File: src/rtl/csr_if.sv
// CSR access bus: two write ports (CSR instruction and exception unit)
// and one combinational read port, shared by the CSR file and its clients.
interface csr_if;
    logic        exu_we_i;
    logic [11:0] exu_waddr_i;
    logic [31:0] exu_wdata_i;
    logic        excp_we_i;
    logic [11:0] excp_waddr_i;
    logic [31:0] excp_wdata_i;
    logic [11:0] raddr_i;
    logic [31:0] rdata_o;

    modport master (
        output exu_we_i, exu_waddr_i, exu_wdata_i,
        output excp_we_i, excp_waddr_i, excp_wdata_i,
        output raddr_i,
        input  rdata_o
    );

    modport slave (
        input  exu_we_i, exu_waddr_i, exu_wdata_i,
        input  excp_we_i, excp_waddr_i, excp_wdata_i,
        input  raddr_i,
        output rdata_o
    );
endinterface

File: src/rtl/csr_file.sv
// Machine-mode CSR file: control/status registers, 64-bit cycle and instret
// counters, two prioritised write ports and an unbypassed combinational read.
module csr_file #(
    parameter logic [31:0] MHARTID   = 32'h0,
    parameter logic [31:0] MTVEC_RST = 32'h0000_0000
) (
    input  logic        clk,
    input  logic        rst_n,
    input  logic        timer_irq_i,
    input  logic        instret_i,
    csr_if.slave        bus,
    output logic [31:0] csr_mtvec_o,
    output logic [31:0] csr_mepc_o,
    output logic [31:0] csr_mstatus_o
);

    localparam logic [11:0] ADDR_MSTATUS  = 12'h300;
    localparam logic [11:0] ADDR_MIE      = 12'h304;
    localparam logic [11:0] ADDR_MTVEC    = 12'h305;
    localparam logic [11:0] ADDR_MSCRATCH = 12'h340;
    localparam logic [11:0] ADDR_MEPC     = 12'h341;
    localparam logic [11:0] ADDR_MCAUSE   = 12'h342;
    localparam logic [11:0] ADDR_MIP      = 12'h344;
    localparam logic [11:0] ADDR_MCYCLE   = 12'hB00;
    localparam logic [11:0] ADDR_MCYCLEH  = 12'hB80;
    localparam logic [11:0] ADDR_MINSTRET = 12'hB02;
    localparam logic [11:0] ADDR_MINSTRH  = 12'hB82;
    localparam logic [11:0] ADDR_MHARTID  = 12'hF14;

    typedef struct packed {
        logic        we;
        logic [11:0] addr;
        logic [31:0] data;
    } wr_port_t;

    typedef struct packed {
        logic        we;
        logic [31:0] data;
    } wr_t;

    // Exception-unit write wins over a CSR-instruction write to the same address.
    function automatic wr_t wr_sel(input wr_port_t exu, input wr_port_t excp,
                                   input logic [11:0] addr);
        wr_t r;
        logic exu_hit;
        logic excp_hit;
        exu_hit  = exu.we  && (exu.addr  == addr);
        excp_hit = excp.we && (excp.addr == addr);
        r.we     = exu_hit || excp_hit;
        r.data   = excp_hit ? excp.data : exu.data;
        return r;
    endfunction

    wr_port_t exu_port;
    wr_port_t excp_port;

    assign exu_port  = '{we: bus.exu_we_i,  addr: bus.exu_waddr_i,  data: bus.exu_wdata_i};
    assign excp_port = '{we: bus.excp_we_i, addr: bus.excp_waddr_i, data: bus.excp_wdata_i};

    logic        mstatus_mie_q,  mstatus_mie_d;
    logic        mstatus_mpie_q, mstatus_mpie_d;
    logic        mie_mtie_q,     mie_mtie_d;
    logic [29:0] mtvec_q,        mtvec_d;
    logic [29:0] mepc_q,         mepc_d;
    logic [31:0] mscratch_q,     mscratch_d;
    logic [31:0] mcause_q,       mcause_d;
    logic [63:0] mcycle_q,       mcycle_d;
    logic [63:0] minstret_q,     minstret_d;

    always_comb begin
        wr_t wr;
        wr_t wr_hi;
        // NOTE: every next-state value defaults to its register so no path infers a latch.
        mstatus_mie_d  = mstatus_mie_q;
        mstatus_mpie_d = mstatus_mpie_q;
        mie_mtie_d     = mie_mtie_q;
        mtvec_d        = mtvec_q;
        mepc_d         = mepc_q;
        mscratch_d     = mscratch_q;
        mcause_d       = mcause_q;

        wr = wr_sel(exu_port, excp_port, ADDR_MSTATUS);
        if (wr.we) begin
            mstatus_mie_d  = wr.data[3];
            mstatus_mpie_d = wr.data[7];
        end
        wr = wr_sel(exu_port, excp_port, ADDR_MIE);
        if (wr.we) mie_mtie_d = wr.data[7];
        wr = wr_sel(exu_port, excp_port, ADDR_MTVEC);
        if (wr.we) mtvec_d = wr.data[31:2];
        wr = wr_sel(exu_port, excp_port, ADDR_MEPC);
        if (wr.we) mepc_d = wr.data[31:2];
        wr = wr_sel(exu_port, excp_port, ADDR_MSCRATCH);
        if (wr.we) mscratch_d = wr.data;
        wr = wr_sel(exu_port, excp_port, ADDR_MCAUSE);
        if (wr.we) mcause_d = wr.data;

        // A write to either counter half freezes the counter for that cycle.
        wr    = wr_sel(exu_port, excp_port, ADDR_MCYCLE);
        wr_hi = wr_sel(exu_port, excp_port, ADDR_MCYCLEH);
        if (wr.we || wr_hi.we) begin
            mcycle_d = {wr_hi.we ? wr_hi.data : mcycle_q[63:32],
                        wr.we    ? wr.data    : mcycle_q[31:0]};
        end else begin
            mcycle_d = mcycle_q + 64'd1;
        end

        wr    = wr_sel(exu_port, excp_port, ADDR_MINSTRET);
        wr_hi = wr_sel(exu_port, excp_port, ADDR_MINSTRH);
        if (wr.we || wr_hi.we) begin
            minstret_d = {wr_hi.we ? wr_hi.data : minstret_q[63:32],
                          wr.we    ? wr.data    : minstret_q[31:0]};
        end else begin
            minstret_d = minstret_q + {63'd0, instret_i};
        end
    end

    // NOTE: state registers use non-blocking assignments so every flop samples pre-edge values.
    always_ff @(posedge clk or negedge rst_n) begin
        if (!rst_n) begin
            mstatus_mie_q  <= 1'b0;
            mstatus_mpie_q <= 1'b0;
            mie_mtie_q     <= 1'b0;
            mtvec_q        <= MTVEC_RST[31:2];
            mepc_q         <= '0;
            mscratch_q     <= '0;
            mcause_q       <= '0;
            mcycle_q       <= '0;
            minstret_q     <= '0;
        end else begin
            mstatus_mie_q  <= mstatus_mie_d;
            mstatus_mpie_q <= mstatus_mpie_d;
            mie_mtie_q     <= mie_mtie_d;
            mtvec_q        <= mtvec_d;
            mepc_q         <= mepc_d;
            mscratch_q     <= mscratch_d;
            mcause_q       <= mcause_d;
            mcycle_q       <= mcycle_d;
            minstret_q     <= minstret_d;
        end
    end

    logic [31:0] mstatus_val;
    assign mstatus_val = {19'd0, 2'b11, 3'd0, mstatus_mpie_q, 3'd0, mstatus_mie_q, 3'd0};

    assign csr_mstatus_o = mstatus_val;
    assign csr_mtvec_o   = {mtvec_q, 2'b00};
    assign csr_mepc_o    = {mepc_q, 2'b00};

    always_comb begin
        unique case (bus.raddr_i)
            ADDR_MSTATUS:  bus.rdata_o = mstatus_val;
            ADDR_MIE:      bus.rdata_o = {24'd0, mie_mtie_q, 7'd0};
            ADDR_MTVEC:    bus.rdata_o = {mtvec_q, 2'b00};
            ADDR_MSCRATCH: bus.rdata_o = mscratch_q;
            ADDR_MEPC:     bus.rdata_o = {mepc_q, 2'b00};
            ADDR_MCAUSE:   bus.rdata_o = mcause_q;
            ADDR_MIP:      bus.rdata_o = {24'd0, timer_irq_i, 7'd0};
            ADDR_MCYCLE:   bus.rdata_o = mcycle_q[31:0];
            ADDR_MCYCLEH:  bus.rdata_o = mcycle_q[63:32];
            ADDR_MINSTRET: bus.rdata_o = minstret_q[31:0];
            ADDR_MINSTRH:  bus.rdata_o = minstret_q[63:32];
            ADDR_MHARTID:  bus.rdata_o = MHARTID;
            default:       bus.rdata_o = 32'h0;
        endcase
    end

endmodule

File: src/flat_wrapper.sv
// flat-port wrapper written by rule: the top's interface ports become plain ports
module csr_file_flat 
#(
    parameter logic [31:0] MHARTID   = 32'h0,
    parameter logic [31:0] MTVEC_RST = 32'h0000_0000
)
  (clk, rst_n, timer_irq_i, instret_i, csr_mtvec_o, csr_mepc_o, csr_mstatus_o, bus_exu_we_i, bus_exu_waddr_i, bus_exu_wdata_i, bus_excp_we_i, bus_excp_waddr_i, bus_excp_wdata_i, bus_raddr_i, bus_rdata_o);
  csr_if bus_i ();
  input  logic clk;
  input  logic rst_n;
  input  logic timer_irq_i;
  input  logic instret_i;
  output logic [31:0] csr_mtvec_o;
  output logic [31:0] csr_mepc_o;
  output logic [31:0] csr_mstatus_o;
  input wire logic [$bits(bus_i.exu_we_i)-1:0] bus_exu_we_i;
  input wire logic [$bits(bus_i.exu_waddr_i)-1:0] bus_exu_waddr_i;
  input wire logic [$bits(bus_i.exu_wdata_i)-1:0] bus_exu_wdata_i;
  input wire logic [$bits(bus_i.excp_we_i)-1:0] bus_excp_we_i;
  input wire logic [$bits(bus_i.excp_waddr_i)-1:0] bus_excp_waddr_i;
  input wire logic [$bits(bus_i.excp_wdata_i)-1:0] bus_excp_wdata_i;
  input wire logic [$bits(bus_i.raddr_i)-1:0] bus_raddr_i;
  output wire logic [$bits(bus_i.rdata_o)-1:0] bus_rdata_o;
  assign bus_i.exu_we_i = bus_exu_we_i;
  assign bus_i.exu_waddr_i = bus_exu_waddr_i;
  assign bus_i.exu_wdata_i = bus_exu_wdata_i;
  assign bus_i.excp_we_i = bus_excp_we_i;
  assign bus_i.excp_waddr_i = bus_excp_waddr_i;
  assign bus_i.excp_wdata_i = bus_excp_wdata_i;
  assign bus_i.raddr_i = bus_raddr_i;
  assign bus_rdata_o = bus_i.rdata_o;
  csr_file #(.MHARTID(MHARTID), .MTVEC_RST(MTVEC_RST)) u_core (.clk(clk), .rst_n(rst_n), .timer_irq_i(timer_irq_i), .instret_i(instret_i), .bus(bus_i), .csr_mtvec_o(csr_mtvec_o), .csr_mepc_o(csr_mepc_o), .csr_mstatus_o(csr_mstatus_o));
endmodule
File: config.mk
export PLATFORM = sky130hd
export DESIGN_NAME = csr_file_flat
export DESIGN_NICKNAME = d
export VERILOG_FILES = /design/src/rtl/csr_if.sv /design/src/rtl/csr_file.sv /design/src/flat_wrapper.sv
export SDC_FILE = /design/constraint.sdc
export NUM_CORES = 1
export LEC_CHECK = 0
export ABC_CLOCK_PERIOD_IN_PS = 6300
export CELL_PAD_IN_SITES_DETAIL_PLACEMENT = 1
export CELL_PAD_IN_SITES_GLOBAL_PLACEMENT = 1
export CORE_MARGIN = 4
export CORE_UTILIZATION = 40
export CTS_CLUSTER_DIAMETER = 30
export DETAILED_ROUTE_END_ITERATION = 8
export PLACE_DENSITY = 0.77
export SLEW_MARGIN = 20
export SYNTH_ARGS = -nofsm -noshare
export SYNTH_HDL_FRONTEND = slang
export SYNTH_SLANG_ARGS = --single-unit
File: constraint.sdc
create_clock -name clk -period 6.3 [get_ports clk]
set_input_delay 1.575 -clock clk [delete_from_list [all_inputs] [get_ports clk]]
set_output_delay 1.575 -clock clk [all_outputs]
set_load 0.02 [all_outputs]
==> summary.txt, run 1 <==
Yosys
  • Post-Synth XOR/XNOR Area: 5.667%
  • Post-synth cell types: 72
  • Syn Area/Cell: 8.257 um2
  • Most common library cells after synthesis: 361 x nand2_1, 255 x dfrtp_1, 221 x o21ai_0, 140 x mux2i_1, 137 x clkbuf_1
  • Simple-gate area share of the yosys netlist: 24.18%
  • Yosys warning count: 0
  • Post-synthesis cell area: 17000 um2
  • Post-synthesis mux area share: 8.772%
  • Compound-Gate Fraction of Synth Area: 17.28%
  • Synth async-reset ratio: 100.0%
  • Main combinational cell family by area after synthesis: simple AND/OR/NAND/NOR gates
  • Synth Area in Adders: 0.2208%
  • Largest area contributor in the netlist: dfrtp_1
  • Synth Register Bits: 255
  • Top_reg_cell synth: dfrtp_1
  • Register area share after synthesis: 37.53%
  • Mapped Cells: 2059
  • Yosys top cell area share: 37.53%
  • Count leader, synth: nand2_1
  • Number of synthesized flops with an enable pin: 0
  • Area contributors post-synth: dfrtp_1 38%, mux2i_1 8.2%, nand2_1 8.0%, o21ai_0 6.5%, xnor2_1 4.8%

Detailed routing
  • 1st-pass router iterations: 7
  • Vias post-DR: 18790
  • Initial drt markers: 2510
  • Final WL: 86450 um
  • Via/cell ratio: 6.699
  • DR WL/cell: 30.82 um
  • Post-DRT Antenna Nets: 0
  • DRC violations left: 0

Placed design
  • # placed instances: 2672
  • Port Buffers: 199
  • Area after DPL: 19360 um2
  • GPL Wtd Cong: 0.9773
  • Post-place setup slack: 0.1985 ns
  • Post-DP HPWL: 59110 um

Worst setup path
  • Worst Reg-to-Reg Cells: 6
  • CP peak stage delay: 0.65 ns
  • CP bufs+invs: 2
  • Delay-heaviest family, CP: simple AND/OR/NAND/NOR gates
  • WP data arrival: 4.60 ns
  • CP max stage cell: clkdlybuf4s50_1
  • Crit start category: input pin
  • Critical Path Stages: 7
  • CP Class: in2out
  • Critical-path maximum fanout: 8
  • Crit path capture type: primary output
  • Critical-path cell list: clkdlybuf4s50_1 -> nor4bb_1 -> nand3_1 -> or3_1 -> or3_1 -> nand4_1 -> clkdlybuf4s50_1
  • Worst EP required: 4.72 ns

STA
  • Final worst setup slack: 0.1246 ns
  • Rel. slew slack: 15.71%
  • Period minus WS final: 6.175 ns
  • Fin. max-slew vios: 0
  • Final setup fails: 0
  • Worst Skew: 0.02504 ns
  • RSZ-0062 raised after global routing: false
  • Max frequency: 161.9 MHz
  • Final Cycle Share: 98.02%
  • Setup TNS: 0 ns
  • Measured slew at the worst slew-check pin: 1.258 ns
  • Endpoints failing hold: 0

Global routing
  • Largest net degree at the start of global routing: 120
  • First-pass GRT wire length: 128200 um
  • Grt ovf: 0
  • Initial antenna violation count: 2
  • Total track usage: 36.39%
  • Vias in the first global route: 19320

Floorplanning
  • Die W: 214.2 um
  • Die ar.: 45870 um2
  • Starting density of the core: 40.53%
  • Site Rows: 75
  • Die H: 214.2 um
  • Num ports: 234
  • Core area: 41950 um2

Status
  • Status: completed

Clock tree
  • Clk sinks: 255
  • Clk_lat worst skew: 0.60 ns
  • Post_cts resized: 0
  • CTS H-tree lvls: 3
  • CTS max path bufs: 3
  • Cts bufs inserted: 76
  • Hold buffers post-CTS: 0
  • Total setup buffers inserted after CTS: 0
  • Clock transition at path regs: 0.04 ns
  • CTS tree: yes
  • CTS root buf: clkbuf_16

Job
  • Max Cap Viol: 0

Worst hold path
  • Hold depth: 2
  • Worst hold path class: reg2reg

Final layout
  • # nets final: 2320
  • Synth-to-layout area growth: 29.53%
  • Design area: 22020 um2
  • # diodes: 0
  • Share of cells above drive strength 1: 10.46%
  • Finished Layout Cells: 2805

Power and ir drop
  • VDD IR max: 0.0001986 V
  • Total design power: 6.278 mW
  • Power Density: 285.1 nW/um2
  • Static Leak: 8.309 nW
==> tightest hold or removal path, delay by kind of cell, from the launching register on <==
kind | cells | cell delay, ns
AO/OA/AOI/OAI | 1 | 0.13
flip-flops | 1 | 0.33
multiplexers | 1 | 0.06
==> per-stage QoR <==
step	util [%]	hold slack (ns)
6_report	52.50	0.5684
5_1_grt	52.50	0.5913
4_1_cts	52.47	0.5745
3_5_place_dp	46.17	0.5627
3_3_place_gp	46.17	0.5461
2_1_floorplan	-	0.5129
==> layout make-up <==
| cell class | instances | area (um2) |
|---|---|---|
| fill | 4814 | 19920 |
| multi-input combinational | 1602 | 9754 |
| sequential | 255 | 6381 |
| timing repair buffer | 261 | 2512 |
| clock buffer | 93 | 2027 |
| tap | 539 | 674.4 |
| clock inverter | 40 | 616.8 |
| inverter | 15 | 56.30 |
==> flip-flops by register name (all words and copies together) (netlist names), 30 cells and up <==
name	count
u_core.mscratch_q	32
u_core.minstret_q	64
u_core.mcycle_q	64
u_core.mtvec_q	30
u_core.mepc_q	30
u_core.mcause_q	32
==> per-layer routing <==
metal  routed length (um)  global-route usage [%]  part of all wire (%)  vias to the layer above
met5                   13                       0                 0.015                        -
met4                 4164                   15.76                   4.8                        2
met3                 9856                   8.332                    11                      287
met2                37920                   55.68                    44                     1324
met1                34500                   49.66                    40                     9454
li1                     -                       -                     -                     7723
==> final timing paths <==
check / start / to / slack (ns)
setup / recovery: bus_raddr_i[8] / bus_rdata_o[2] / 0.12
hold / removal: u_core.mcause_q[19]$_DFFE_PN0P_ / u_core.mcause_q[19]$_DFFE_PN0P_ / 0.57
setup reg to reg: u_core.mcycle_q[26]$_DFFE_PN0P_ / u_core.mcycle_q[59]$_DFFE_PN0P_ / 2.91
hold reg to reg: u_core.mcause_q[19]$_DFFE_PN0P_ / u_core.mcause_q[19]$_DFFE_PN0P_ / 0.57
max in group asynchronous: rst_n / u_core.mepc_q[20]$_DFFE_PN0P_ / 4.06
min in group asynchronous: rst_n / u_core.mtvec_q[4]$_DFFE_PN0P_ / 0.98
==> cells by family after synthesis <==
family,count (synthesis)
AND/OR/NAND/NOR,832
multiplexers,147
other,2
XOR/XNOR,110
flip-flops,255
AO/OA/AOI/OAI,476
buffers and inverters,234
adder cells (fa/ha/maj),3
==> cell usage in the layout (no fill, tap or decap), types with 58 or more instances in the layout <==
cell type          n
o21ai_0          221
nand2_1          361
nand4_1           61
a22oi_1           99
nor2_1            92
buf_4             58
dfrtp_1          255
clkdlybuf4s50_1  198
nand3_1           73
mux2i_1          140
nor3_1            73
xnor2_1           93
clkbuf_16         77
==> report_power, final <==
part           internal (mW)  total [mW]  switching [mW]
clock                   2.81        4.01            1.21
sequential              1.71        1.83           0.121
combinational          0.164       0.439           0.275
Note: power is estimated with default switching activity, not from simulation.
==> run 2: changes to the inputs <==
CORE_ASPECT_RATIO = 1.2   (was not set)
DONT_BUFFER_PORTS = 1   (was not set)
PLACE_DENSITY = 0.68   (was 0.77)
==> summary.txt, run 2 (same netlist as run 1, synthesis figures left out) <==
Worst setup path
  • WP data arrival: 3.76 ns (was 4.60 ns)
  • Critical-path maximum fanout: 21 (was 8)
  • CP dominant cell by count: nand3_1
  • Worst EP required: 4.72 ns (about the same)
  • CP peak stage delay: 0.47 ns (was 0.65 ns)
  • CP bufs+invs: 1 (was 2)
  • Critical-path cell list: nor4bb_1 -> nand3_1 -> nor2_2 -> buf_4 -> a22oi_1 -> nand3_1 (was clkdlybuf4s50_1 -> nor4bb_1 -> nand3_1 -> or3_1 -> or3_1 -> nand4_1 -> clkdlybuf4s50_1)
  • Crit path capture type: primary output (unchanged)
  • Delay-heaviest family, CP: simple AND/OR/NAND/NOR gates (unchanged)
  • CP Class: in2out (unchanged)
  • CP max stage cell: nor2_2 (was clkdlybuf4s50_1)
  • Crit start category: input pin (unchanged)

Clock tree
  • CTS max path bufs: 3 (unchanged)
  • Clk sinks: 255 (unchanged)
  • CTS H-tree lvls: 3 (unchanged)
  • Cts bufs inserted: 74 (was 76)
  • Clock transition at path regs: 0.04 ns (about the same)
  • Hold buffers post-CTS: 0 (unchanged)
  • Post_cts resized: 0 (unchanged)
  • Total setup buffers inserted after CTS: 0 (unchanged)
  • Clk_lat worst skew: 0.59 ns (was 0.60 ns)
  • CTS tree: yes (unchanged)
  • CTS root buf: clkbuf_16 (unchanged)

Power and ir drop
  • Total design power: 6.100 mW (was 6.278 mW)
  • Power Density: 305.7 nW/um2 (was 285.1 nW/um2)
  • VDD IR max: 0.0001958 V (was 0.0001986 V)
  • Static Leak: 7.564 nW (was 8.309 nW)

Detailed routing
  • Vias post-DR: 17450 (was 18790)
  • DRC violations left: 0 (unchanged)
  • 1st-pass router iterations: 6 (was 7)
  • Via/cell ratio: 6.695 (was 6.699)
  • DR WL/cell: 32.55 um (was 30.82 um)
  • Final WL: 84830 um (was 86450 um)
  • Initial drt markers: 2142 (was 2510)
  • Post-DRT Antenna Nets: 0 (unchanged)

Floorplanning
  • Starting density of the core: 40.61% (was 40.53%)
  • Die ar.: 45880 um2 (was 45870 um2)
  • Site Rows: 82 (was 75)
  • Die H: 233.8 um (was 214.2 um)
  • Core area: 41860 um2 (was 41950 um2)
  • Num ports: 234 (unchanged)
  • Die W: 196.2 um (was 214.2 um)

Status
  • Status: completed (unchanged)

STA
  • Max frequency: 187.5 MHz (was 161.9 MHz)
  • Measured slew at the worst slew-check pin: 1.212 ns (was 1.258 ns)
  • Rel. slew slack: 18.97% (was 15.71%)
  • RSZ-0062 raised after global routing: false (unchanged)
  • Final setup fails: 0 (unchanged)
  • Fin. max-slew vios: 0 (unchanged)
  • Worst Skew: 0.02052 ns (was 0.02504 ns)
  • Final Cycle Share: 84.66% (was 98.02%)
  • Endpoints failing hold: 0 (unchanged)
  • Setup TNS: 0 ns (unchanged)
  • Period minus WS final: 5.334 ns (was 6.175 ns)

Placed design
  • Post-DP HPWL: 58450 um (was 59110 um)
  • GPL Wtd Cong: 0.9713 (was 0.9773)
  • Port Buffers: 0 (was 199)

Global routing
  • Grt ovf: 0 (unchanged)
  • Vias in the first global route: 17900 (was 19320)
  • First-pass GRT wire length: 123700 um (was 128200 um)
  • Largest net degree at the start of global routing: 256 (was 120)
  • Initial antenna violation count: 2 (unchanged)
  • Total track usage: 36.23% (was 36.39%)

Final layout
  • Final core occ: 47.66% (was 52.50%)
  • # fillers: 4882 (was 4814)
  • Share of cells above drive strength 1: 11.18% (was 10.46%)
  • Commonest non-fill, non-tap cell in the layout: nand2_1 (unchanged)
  • # nets final: 2110 (was 2320)
  • Top flop regs: u_core.mcycle_q (64), u_core.minstret_q (64) (unchanged)
  • Synth-to-layout area growth: 17.35% (was 29.53%)
  • Most frequent cells in the layout: 361 x nand2_1, 255 x dfrtp_1, 221 x o21ai_0 (unchanged)

Job
  • Max Cap Viol: 0 (unchanged)

Worst hold path
  • Worst hold path class: reg2reg (unchanged)
==> run 2: cell types whose count changed in the layout (fill, tap and decap cells not counted), sizes merged <==
| cell | change |
|---|---|
| buf | -10 |
| clkinvlp | +1 |
| bufinv | -1 |
| inv | -3 |
| clkinv | -1 |
| clkbuf | +4 |
| clkdlybuf4s50 | -198 |
| diode | +2 |
==> run 2: metal layers <==
| metal | part of all wire, % | vias to the layer above | track usage, % | wire (um) |
|---|---|---|---|---|
| li1 | - | 7291 | - | - |
| met1 | 40 | 8901 | 47.88 | 33840 |
| met2 | 45 | 1013 | 56.11 | 38090 |
| met3 | 9.7 | 241 | 7.731 | 8230 |
| met4 | 5.5 | 2 | 18.92 | 4666 |
| met5 | 0.015 | - | 0 | 13 |
==> run 2: final timing paths <==
path | start | to | slack [ns] | cells past startpoint
max | bus_raddr_i[10] | bus_rdata_o[19] | 0.97 | 6
max reg2reg | u_core.minstret_q[25]$_DFFE_PN0P_ | u_core.minstret_q[63]$_DFFE_PN0P_ | 2.98 | 6
min in group asynchronous | rst_n | u_core.mtvec_q[3]$_DFFE_PN0P_ | 0.69 | 0
min reg2reg | u_core.mcause_q[20]$_DFFE_PN0P_ | u_core.mcause_q[20]$_DFFE_PN0P_ | 0.57 | 2
min | u_core.mcause_q[20]$_DFFE_PN0P_ | u_core.mcause_q[20]$_DFFE_PN0P_ | 0.57 | 2
max in group asynchronous | rst_n | u_core.minstret_q[47]$_DFFE_PN0P_ | 4.82 | 0
==> run 2: where the power goes <==
group | switching, mW | internal (mW) | total [mW]
Sequential | 0.135 | 1.71 | 1.84
Clock | 1.17 | 2.88 | 4.05
Combinational | 0.113 | 0.0980 | 0.211
==> run 2: layout make-up <==
type	count	area (um2)	share of cell area (%)
inverters	15	56.30	0.2822
well taps	546	683.2	3.424
clock inverters	36	515.5	2.584
diodes	2	5.005	0.02509
clock buffers	97	2165	10.85
multi-input cells	1602	9747	48.86
flip-flops and latches	255	6381	31.98
repair buffers	53	397.9	1.994
==> run 2: per-stage QoR <==
stage          instance area (um2)  cells  hold slack (ns)  worst slack (ns)
2_1_floorplan                17120   2091           0.5129             1.254
3_3_place_gp                 17260   2471           0.5479            0.7907
3_5_place_dp                 17260   2471           0.5626            0.7365
4_1_cts                      19940   2604           0.5751            0.7295
6_report                     19950   2606           0.5741            0.9664
5_1_grt                      19950   2604           0.5925            0.8538
==> run 2: worst register-to-register path, cell delays in order, from the launching register on <==
cell	delay [ns]
dfrtp_1	0.55
and3_1	0.26
and4_1	0.30
nand3_1	0.88
nor3_1	0.90
xnor2_1	0.19
o21ai_0	0.10
